**config.mk**
```make
export PLATFORM = sky130hd
export DESIGN_NAME = irq_priority_encoder
export DESIGN_NICKNAME = d
export VERILOG_FILES = /design/src/rtl/irq_priority_encoder.sv
export SDC_FILE = /design/constraint.sdc
export NUM_CORES = 1
export LEC_CHECK = 0
export BUFFER_PORTS_ARGS = -buffer_cell sky130_fd_sc_hd__clkbuf_2
export CAP_MARGIN = 5
export CORE_ASPECT_RATIO = 0.75
export CORE_MARGIN = 1.5
export CORE_UTILIZATION = 35
export CTS_BUF_LIST = sky130_fd_sc_hd__clkbuf_16
export CTS_CLUSTER_SIZE = 14
export DETAILED_ROUTE_END_ITERATION = 7
export PLACE_DENSITY_LB_ADDON = 0.08
export SYNTH_ARGS = -nofsm -noshare
export SYNTH_HDL_FRONTEND = slang
export SYNTH_SLANG_ARGS = --single-unit
```
**constraint.sdc**
```tcl
create_clock -name clk -period 1.2 [get_ports clk]
set_input_delay 0.06 -clock clk [delete_from_list [all_inputs] [get_ports clk]]
set_output_delay 0.06 -clock clk [all_outputs]
set_load 0.1 [all_outputs]
```
**src/rtl/irq_priority_encoder.sv**
```systemverilog
// Eight-line active-low interrupt priority encoder with edge latching (or level mode),
// per-line masking and an IDLE/PRESENT/GAP handshake that enforces a 2-cycle Irq_bar high gap.
module irq_priority_encoder #(
  parameter bit LEVEL_MODE = 1'b0
) (
  input  logic       clk,
  input  logic       rst,
  input  logic [7:0] Req_bar,
  input  logic [7:0] Mask,
  input  logic       Ack,
  output logic       Irq_bar,
  output logic [2:0] Vec,
  output logic       Valid
);

  typedef enum logic [1:0] {IDLE, PRESENT, GAP} state_t;

  state_t     state_q, state_d;
  logic [7:0] req_s_q, req_s_d;
  logic [7:0] req_p_q, req_p_d;
  logic [7:0] pending_q, pending_d;
  logic       irq_bar_q, irq_bar_d;
  logic       valid_q, valid_d;
  logic [2:0] vec_q, vec_d;

  logic [7:0] fall;
  logic [7:0] ack_clr;
  logic [7:0] eligible;
  logic [2:0] winner;

  // req_p is the previous sample of req_s, so a 1->0 on req_s is seen one cycle later
  always_comb begin
    req_s_d  = Req_bar;
    req_p_d  = req_s_q;
    fall     = req_p_q & ~req_s_q;
    ack_clr  = '0;
    if (state_q == PRESENT && Ack) ack_clr[vec_q] = 1'b1;
    if (LEVEL_MODE) pending_d = ~req_s_q;
    else            pending_d = (pending_q & ~ack_clr) | fall;  // new edge beats the clear
  end

  always_comb begin
    eligible = pending_q & Mask;
    winner   = '0;
    for (int i = 0; i < 8; i++)
      if (eligible[i]) winner = 3'(i);
  end

  always_comb begin
    state_d   = state_q;
    irq_bar_d = irq_bar_q;
    valid_d   = valid_q;
    vec_d     = vec_q;
    case (state_q)
      IDLE: begin
        if (|eligible) begin
          state_d   = PRESENT;
          vec_d     = winner;
          irq_bar_d = 1'b0;
          valid_d   = 1'b1;
        end
      end
      PRESENT: begin
        if (Ack) begin
          state_d   = GAP;
          irq_bar_d = 1'b1;
          valid_d   = 1'b0;
        end
      end
      GAP:     state_d = IDLE;
      default: state_d = IDLE;
    endcase
  end

  always_ff @(posedge clk) begin
    if (rst) begin
      state_q   <= IDLE;
      req_s_q   <= 8'hFF;
      req_p_q   <= 8'hFF;
      pending_q <= '0;
      irq_bar_q <= 1'b1;
      valid_q   <= 1'b0;
      vec_q     <= '0;
    end else begin
      state_q   <= state_d;
      req_s_q   <= req_s_d;
      req_p_q   <= req_p_d;
      pending_q <= pending_d;
      irq_bar_q <= irq_bar_d;
      valid_q   <= valid_d;
      vec_q     <= vec_d;
    end
  end

  assign Irq_bar = irq_bar_q;
  assign Valid   = valid_q;
  assign Vec     = vec_q;

endmodule
```
# Yosys cells after proc, flatten, opt, wreduce, memory -nomap -nowiden
# Index checks and enable logic that the tools add are counted.
[word_totals]
reg_bits = 31
input_bits = 19
output_inout_bits = 5
wordCells = 45
[classes]
n_lt_le_gt_ge = 2
n_eq_ne = 3
muxes = 19
bitwise = 6
n_reduce_logical = 8
[op_table]
columns = ["operator", "count"]
rows = [
  ["$and 8x8->8", 3],
  ["$mux 3", 6],
  ["$not 8->8", 2],
  ["$mux 8", 1],
  ["$or 8x8->8", 1],
  ["$reduce_or 8->1", 1],
  ["$mux 1", 6],
  ["$lt 3x4->1 const B", 1],
  ["$mux 2", 2],
  ["$ne 2x2->1 const B", 2],
  ["$pmux 1 s2", 2],
  ["$pmux 2 s2", 1],
  ["$reduce_and 2->1", 2],
  ["$demux 1 s3", 1],
  ["$ge 3x1->1 const B", 1],
  ["$reduce_and 3->1", 1],
  ["$eq 2x1->1 const B", 1],
  ["$logic_and 1x1->1", 2],
  ["$logic_not 2->1", 1],
  ["$reduce_bool 2->1", 1],
]

# Logic depth before layout (Yosys ltp)
# Gate-level depths: netlist of run 1.
[logic_depth]
word_depth = 8
depth_mapped = 4
ltp_nobuf = 4

# Worst setup path before layout of run 1
# OpenSTA, ideal clock, no wires.
[synth_timing]
kind = "flip-flop to flip-flop"
start = "register vec_q[0] (netlist: Vec[0])"
end = "register pending_q[1]"
setup_ns = 0.132
t_arrival_ns = 1.550
setup_slack_ns = -0.482
stages_incl_launch_ff = 4
n_path_buf = 0
path_cell_list = "dfxtp_1 -> nand4b_1 -> o31ai_1 -> a21oi_1"
[synth_between]
elab_chain_len = 8
[synth_rtl]
columns = ["element", "line_no", "rtl"]
rows = [
  ["start, declared", "24", "logic [2:0] vec_q, vec_d;"],
  ["start signal, assigned", "91", "vec_q <= vec_d;"],
  ["$lt 3x4->1 (implied by the code) / $ge 3x1->1 (equally long branches)", "37", "if (state_q == PRESENT && Ack) ack_clr[vec_q] = 1'b1;"],
  ["$logic_and 1x1->1 (implied by the code)", "37", ""],
  ["$mux 1 (implied by the code)", "37", ""],
  ["$demux 1 s3 (*)", "37", ""],
  ["$mux 8 (*)", "37", ""],
  ["$not 8->8 (*)", "39", "else pending_d = (pending_q & ~ack_clr) | fall;"],
  ["$and 8x8->8 (*)", "39", ""],
  ["$or 8x8->8 (*)", "39", ""],
  ["end signal, assigned", "88", "pending_q <= pending_d;"],
  ["end, declared", "21", "logic [7:0] pending_q, pending_d;"],
]
# Mark *: on every way between the ends. The rest lies on a longest branch, timed or not.
# A chain may end at the register's enable or synchronous reset.

# Worst setup path after layout of run 1
[layout_timing]
start = "register state_q[1]"
end = "register vec_q[1] (netlist: Vec[1])"
[layout_between]
elab_chain_len = 2
[layout_rtl]
columns = ["element", "line_no", "rtl"]
rows = [
  ["start, declared", "18", "state_t state_q, state_d;"],
  ["start signal, assigned", "85", "state_q <= state_d;"],
  ["$logic_not 2->1", "54", "case (state_q)"],
  ["$reduce_and 2->1 (no line)", "-", ""],
]
# No other way between the ends.

==> results.txt, run 1 <==
# setup viols final: 0
CP peak stage delay: 0.32 ns
sw frac: 0.287
Critical-path top delay cell: dfxtp_2
slew margin rel.: 0.645
GRT overflow: 0
Post-Syn Nets: 128
crit path DAT: 1.38 ns
crit-path cells: or2_4 -> a41oi_4 -> nor2_2 -> a311oi_2
Crit Path Max Fanout: 5
Final Hold Vio Count: 0
Async SR Flop Fraction: 0
Clock Pin Slew Worst Setup and Hold Paths: 0.05 ns
cell family with most CP delay: compound AO/OA/AOI/OAI gates
reg2reg setup slack: 0.001 ns
final net count: 166
Final GP Congestion: 0.707
clock group share of total power: 0.394
main flop type after synthesis: dfxtp_1
YS warnings: 0
hold wc startpoint: Ack
top-count cell post-synth: dfxtp_1
Max clock buf depth: 2
Internal: 2.10 mW
FF-to-FF End: Vec[1]
worst skew pair latency: 0.27 ns
worst hold path depth: 3
antenna-violating nets left: 0
I/O Buffers: 23
top post-synthesis cells by area: dfxtp_1 (54%), or2_2 (8.7%), nand2b_1 (6.0%), a21oi_1 (5.2%), a22oi_4 (3.7%)
Finished Layout Cells: 186
WL final: 2290 µm
status: finished, final reports clean
WP buf/inv: 0
worst-margin pin slew: 0.532 ns
CTS buffer count: 5
FMAX: 0.834 GHz
core area: 3040 µm²
Final TNS setup: 0 ns
Sequential Power Share: 0.409
Post-DP HPWL: 1560 µm
Yosys top cell by area: dfxtp_1
RSZ-0062 raised after global routing: yes
max-cap violations: 0
vias per cell: 4.79
routed len/inst: 12.3 µm
initial antenna violation count: 0
Distinct cells, synth: 25
PD cells: 1830 nW/µm²
diode count: 0
share of layout cells above drive strength 1: 0.453
Sw Pwr: 0.842 mW
leak pwr: 0.672 nW
CP Launch Type: flop
CP required: 1.38 ns
Synth Area per Inst: 10.6 µm²
Setup Skew: 0.00609 ns
gr usage total: 0.149
Setup crit end kind: flop
clk sinks: 31
share of Yosys cell area claimed by the top area cell type: 0.538
via count: 891
Syn Inst Count: 109
Post-Place Cells: 169
Crit. Startpoint: state_q[1]
top cells by count, synth: dfxtp_1 (31), or2_2 (16), a21oi_1 (12), nand2b_1 (11), o21ai_0 (7)
First-pass DRT Iterations: 4
die height: 52.7 µm
Period minus WS final: 1.20 ns
maximum vdd drop: 0.00109 V
Starting DRT DRC Count: 25
Max H-tree Level: 2
crit path kind: flop to flop
RR Startpoint: state_q[1]
WHS Endpoint: state_q[0]
sequential share of the synthesized area: 0.538
Die Footprint: 3650 µm²
Post-synth EDFFs: 0
global-route wire length before repair: 3920 µm
clk root buf: clkbuf_16
Remaining DRCs: 0
Slew Limit Fails: 0
worst r2r path cells: 4
largest net degree at the start of global routing: 31
Mapped Area: 1150 µm²
vias in the first global route: 870
final period utilization: 0.999
Yosys reg bits: 31
I/O pin cnt: 24
Hold Crit Class: input port to flop
Starting Density: 0.379
logic gate share of total power: 0.197
Syn-to-layout area delta: 39.6%
CTS tree: yes
Die Wd: 69.3 µm
row count: 17
logic make-up (layout without fill, tap and decap cells):
family	after synthesis	after routing	share of synthesized area
simple gates	42	42	0.218
compound gates	32	32	0.231
flops	31	31	0.538
buf+inv	4	43	0.0130
worst min-delay path, stage by stage:
cell and delay, ns:
clkbuf_2 0.11, or3b_2 0.12, a21oi_1 0.05
area by class of cell:
class	count	area, µm²
Inverter	1	3.75
Multi-Input combinational cell	74	534
Clock buffer	5	125
Fill cell	283	1430
Clock inverter	3	12.5
Tap cell	38	47.5
Sequential cell	31	632
Timing Repair Buffer	34	255
metal layers:
metal | global-route usage | vias up | routed length [µm]
li1 | - | 460 | -
met1 | 0.178 | 412 | 1120
met2 | 0.224 | 15 | 1010
met3 | 0.0519 | 4 | 99
met4 | 0.108 | 0 | 53
met5 | 0 | - | 0
through the flow:
stage	total power, mW	cell area, µm²	setup slack [ns]	hold slack (ns)	utilization
detailed placement	1.76	1370	0.00301	0.245	0.449
finish	2.94	1610	0.00142	0.116	0.529
global route	3.06	1610	-0.0546	0.130	0.529
CTS	2.96	1590	0.000668	0.0996	0.524
global placement	1.76	1370	0.0296	0.244	0.449
floorplan	1.59	1160	0.0318	0.164	-
cell usage in the layout (no fill, tap or decap), types with 4 or more instances in the layout:
cell type	count
dfxtp_1	24
clkbuf_2	18
or2_2	16
a21oi_1	12
nand2b_1	11
dlygate4sd3_1	8
dfxtp_2	6
nand2_1	6
buf_4	6
clkbuf_16	5
o21ai_0	4
worst max-delay path by stage:
stage | slack (ns) | to | cells past startpoint
6_report | 0.001 | Vec[1] | 4
5_1_grt | -0.05 | Vec[0] | 4
4_1_cts | 0.0007 | Vec[1] | 4
3_5_place_dp | 0.003 | Vec[0] | 4
3_3_place_gp | 0.03 | Vec[1] | 4
2_1_floorplan | 0.03 | pending_q[6] | 3
flip-flops by register name, indices dropped and copies added, names as in the netlist:
register / flops
Irq_bar: 1
Valid: 1
Vec: 3
pending_q: 8
req_p_d: 8
req_p_q: 8
state_q: 2
power groups by stage:
stage,Clock [mW],Combinational (mW),Sequential (mW)
6_report,1.16,0.578,1.20
3_5_place_dp,0,0.548,1.22
2_1_floorplan,0,0.199,1.40
3_3_place_gp,0,0.544,1.21
5_1_grt,1.24,0.617,1.21
4_1_cts,1.19,0.573,1.20
what timing repair did:
action,4_1_cts,5_1_grt
gates cloned,0,0
gates resized for setup,3,5
endpoints found under the hold margin,8,0
hold buffers,8,0
pin swaps,3,6
buffers inserted,0,1
endpoints found under the setup margin,3,7
No activity file was read; power rests on OpenSTA's default activity.
==> run 2: changes to the inputs <==
==> constraint.sdc (replaced) <==
create_clock -name clk -period 1.5 [get_ports clk]
set_input_delay 0.075 -clock clk [delete_from_list [all_inputs] [get_ports clk]]
set_output_delay 0.075 -clock clk [all_outputs]
set_load 0.005 [all_outputs]
==> results.txt, run 2 (synthesized netlist as in run 1, its figures left out) <==
Sw Pwr: 0.475 mW
Max H-tree Level: 2
met1 Use GR: 0.144
worst-margin pin slew: 0.526 ns
Setup crit end kind: flop
slew margin rel.: 0.650
FMAX: 0.781 GHz
clk sinks: 31
crit path DAT: 1.41 ns
Area after DPL: 1310 µm²
M2 GR Usage: 0.204
cell family with most CP delay: simple AND/OR/NAND/NOR gates
CTS tree: yes
Remaining DRCs: 0
Max clock buf depth: 2
RR Startpoint: state_q[1]
Setup Skew: 0.00500 ns
First-pass DRT Iterations: 3
CTS buffer count: 5
largest net degree at the start of global routing: 31
clock group share of total power: 0.429
Die Footprint: 3650 µm²
area of the multi-input gates: 518 µm²
Sequential Power Share: 0.451
RSZ-0062 raised after global routing: no
sw frac: 0.227
routed len/inst: 11.6 µm
Post CTS Setup Buffer Count: 0
GRT busiest layer: met2
global-route wire length before repair: 3460 µm
Critical-path top delay cell: dfxtp_1
Period minus WS final: 1.28 ns
Hold Crit Class: input port to flop
WP buf/inv: 0
Clock Pin Slew Worst Setup and Hold Paths: 0.05 ns
Post-DP HPWL: 1480 µm
final period utilization: 0.854
clk root buf: clkbuf_16
# fillers: 302
row count: 17
most frequent cells in the layout: dfxtp_1 (31), clkbuf_2 (23), or2_2 (16)
CTS resizes: 0
share of layout cells above drive strength 1: 0.378
status: finished, final reports clean
WL final: 2100 µm
leak pwr: 0.635 nW
Final Hold Vio Count: 0
post-route cell area: 1510 µm²
CTS Hold Buffers Added: 8
final net count: 163
max-cap violations: 0
Crit Path Max Fanout: 4
CP Launch Type: flop
met3 Usage GRT: 0.0654
Syn-to-layout area delta: 31.2%
gr usage total: 0.129
Internal: 1.61 mW
most common cell after layout, fill and taps aside: dfxtp_1
Starting Density: 0.379
PD cells: 1380 nW/µm²
worst hold path depth: 3
Final GP Congestion: 0.833
Die Wd: 69.3 µm
core area: 3040 µm²
maximum vdd drop: 0.000698 V
vias in the first global route: 812
WHS Endpoint: state_q[0]
diode count: 0
initial antenna violation count: 0
worst skew pair latency: 0.27 ns
FF-to-FF End: pending_q[0]
crit-path cells: nand3b_1 -> or2_1 -> o31ai_1 -> a21oi_1
GRT overflow: 0
CP required: 1.63 ns
# setup viols final: 0
register area: 621 µm²
I/O pin cnt: 24
Starting DRT DRC Count: 34
hold wc startpoint: Ack
Final TNS setup: 0 ns
crit path kind: flop to flop
I/O Buffers: 23
antenna-violating nets left: 0
Slew Limit Fails: 0
logic gate share of total power: 0.120
vias per cell: 4.78
worst r2r path cells: 4
reg2reg setup slack: 0.22 ns
die height: 52.7 µm
CP peak stage delay: 0.32 ns
via count: 866
## run 2: changes by cell type in the layout (fill, tap and decap cells not counted)
cell and delta:
o21ai_0 +3, dfxtp_2 -6, o21ai_1 -3, clkinv_2 -1, buf_4 -6, or2_1 +1, dfxtp_4 -1, o31ai_4 -1
buf_12 -2, inv_1 -1, o31ai_1 +1, clkbuf_2 +5, or2_4 -1, dfxtp_1 +7
## run 2: how the worst max path moves through the flow
stage	end	start	slack [ns]	cells after the start
3_3_place_gp	pending_q[0]	state_q[1]	0.30	4
3_5_place_dp	pending_q[0]	state_q[1]	0.24	4
4_1_cts	pending_q[0]	state_q[1]	0.23	4
5_1_grt	pending_q[0]	state_q[1]	0.11	4
6_report	pending_q[0]	state_q[1]	0.22	4
2_1_floorplan	Vec[0]	state_q[1]	0.36	4
## run 2: per-stage QoR
| stage | setup WS (ns) | hold WS (ns) | instances | power [mW] | utilization |
|---|---|---|---|---|---|
| 6_report | 0.219 | 0.101 | 181 | 2.09 | 0.498 |
| 4_1_cts | 0.233 | 0.0996 | 181 | 2.11 | 0.498 |
| 3_3_place_gp | 0.304 | 0.258 | 167 | 1.19 | 0.429 |
| 2_1_floorplan | 0.361 | 0.179 | 109 | 1.11 | - |
| 3_5_place_dp | 0.245 | 0.261 | 167 | 1.20 | 0.429 |
| 5_1_grt | 0.110 | 0.121 | 181 | 2.18 | 0.498 |
## run 2: area by class of cell
| type | instances | share of cell area |
|---|---|---|
| clock buffer | 5 | 0.0826 |
| clock inverter | 1 | 0.00248 |
| multi-input combinational | 74 | 0.342 |
| tap | 38 | 0.0314 |
| timing repair buffer | 31 | 0.129 |
| inverter | 1 | 0.00248 |
| sequential | 31 | 0.410 |
## run 2: worst min-delay path, delay by kind of cell
| kind | cells | cell delay (ns) |
|---|---|---|
| AND/OR/NAND/NOR | 1 | 0.10 |
| AO/OA/AOI/OAI | 1 | 0.05 |
| buffers and inverters | 1 | 0.10 |
## run 2: power by group through the flow
| stage | clock network [mW] | registers [mW] | logic [mW] |
|---|---|---|---|
| 6_report | 0.896 | 0.942 | 0.251 |
| 5_1_grt | 0.949 | 0.950 | 0.278 |
| 4_1_cts | 0.913 | 0.942 | 0.254 |
| 3_5_place_dp | 0 | 0.958 | 0.238 |
| 3_3_place_gp | 0 | 0.959 | 0.234 |
| 2_1_floorplan | 0 | 0.949 | 0.159 |
## run 2: routing by layer
metal / share of wire / wire length [µm]
met3: 0.057 / 119
met2: 0.44 / 918
met1: 0.49 / 1020
met4: 0.018 / 38
met5: 0 / 0
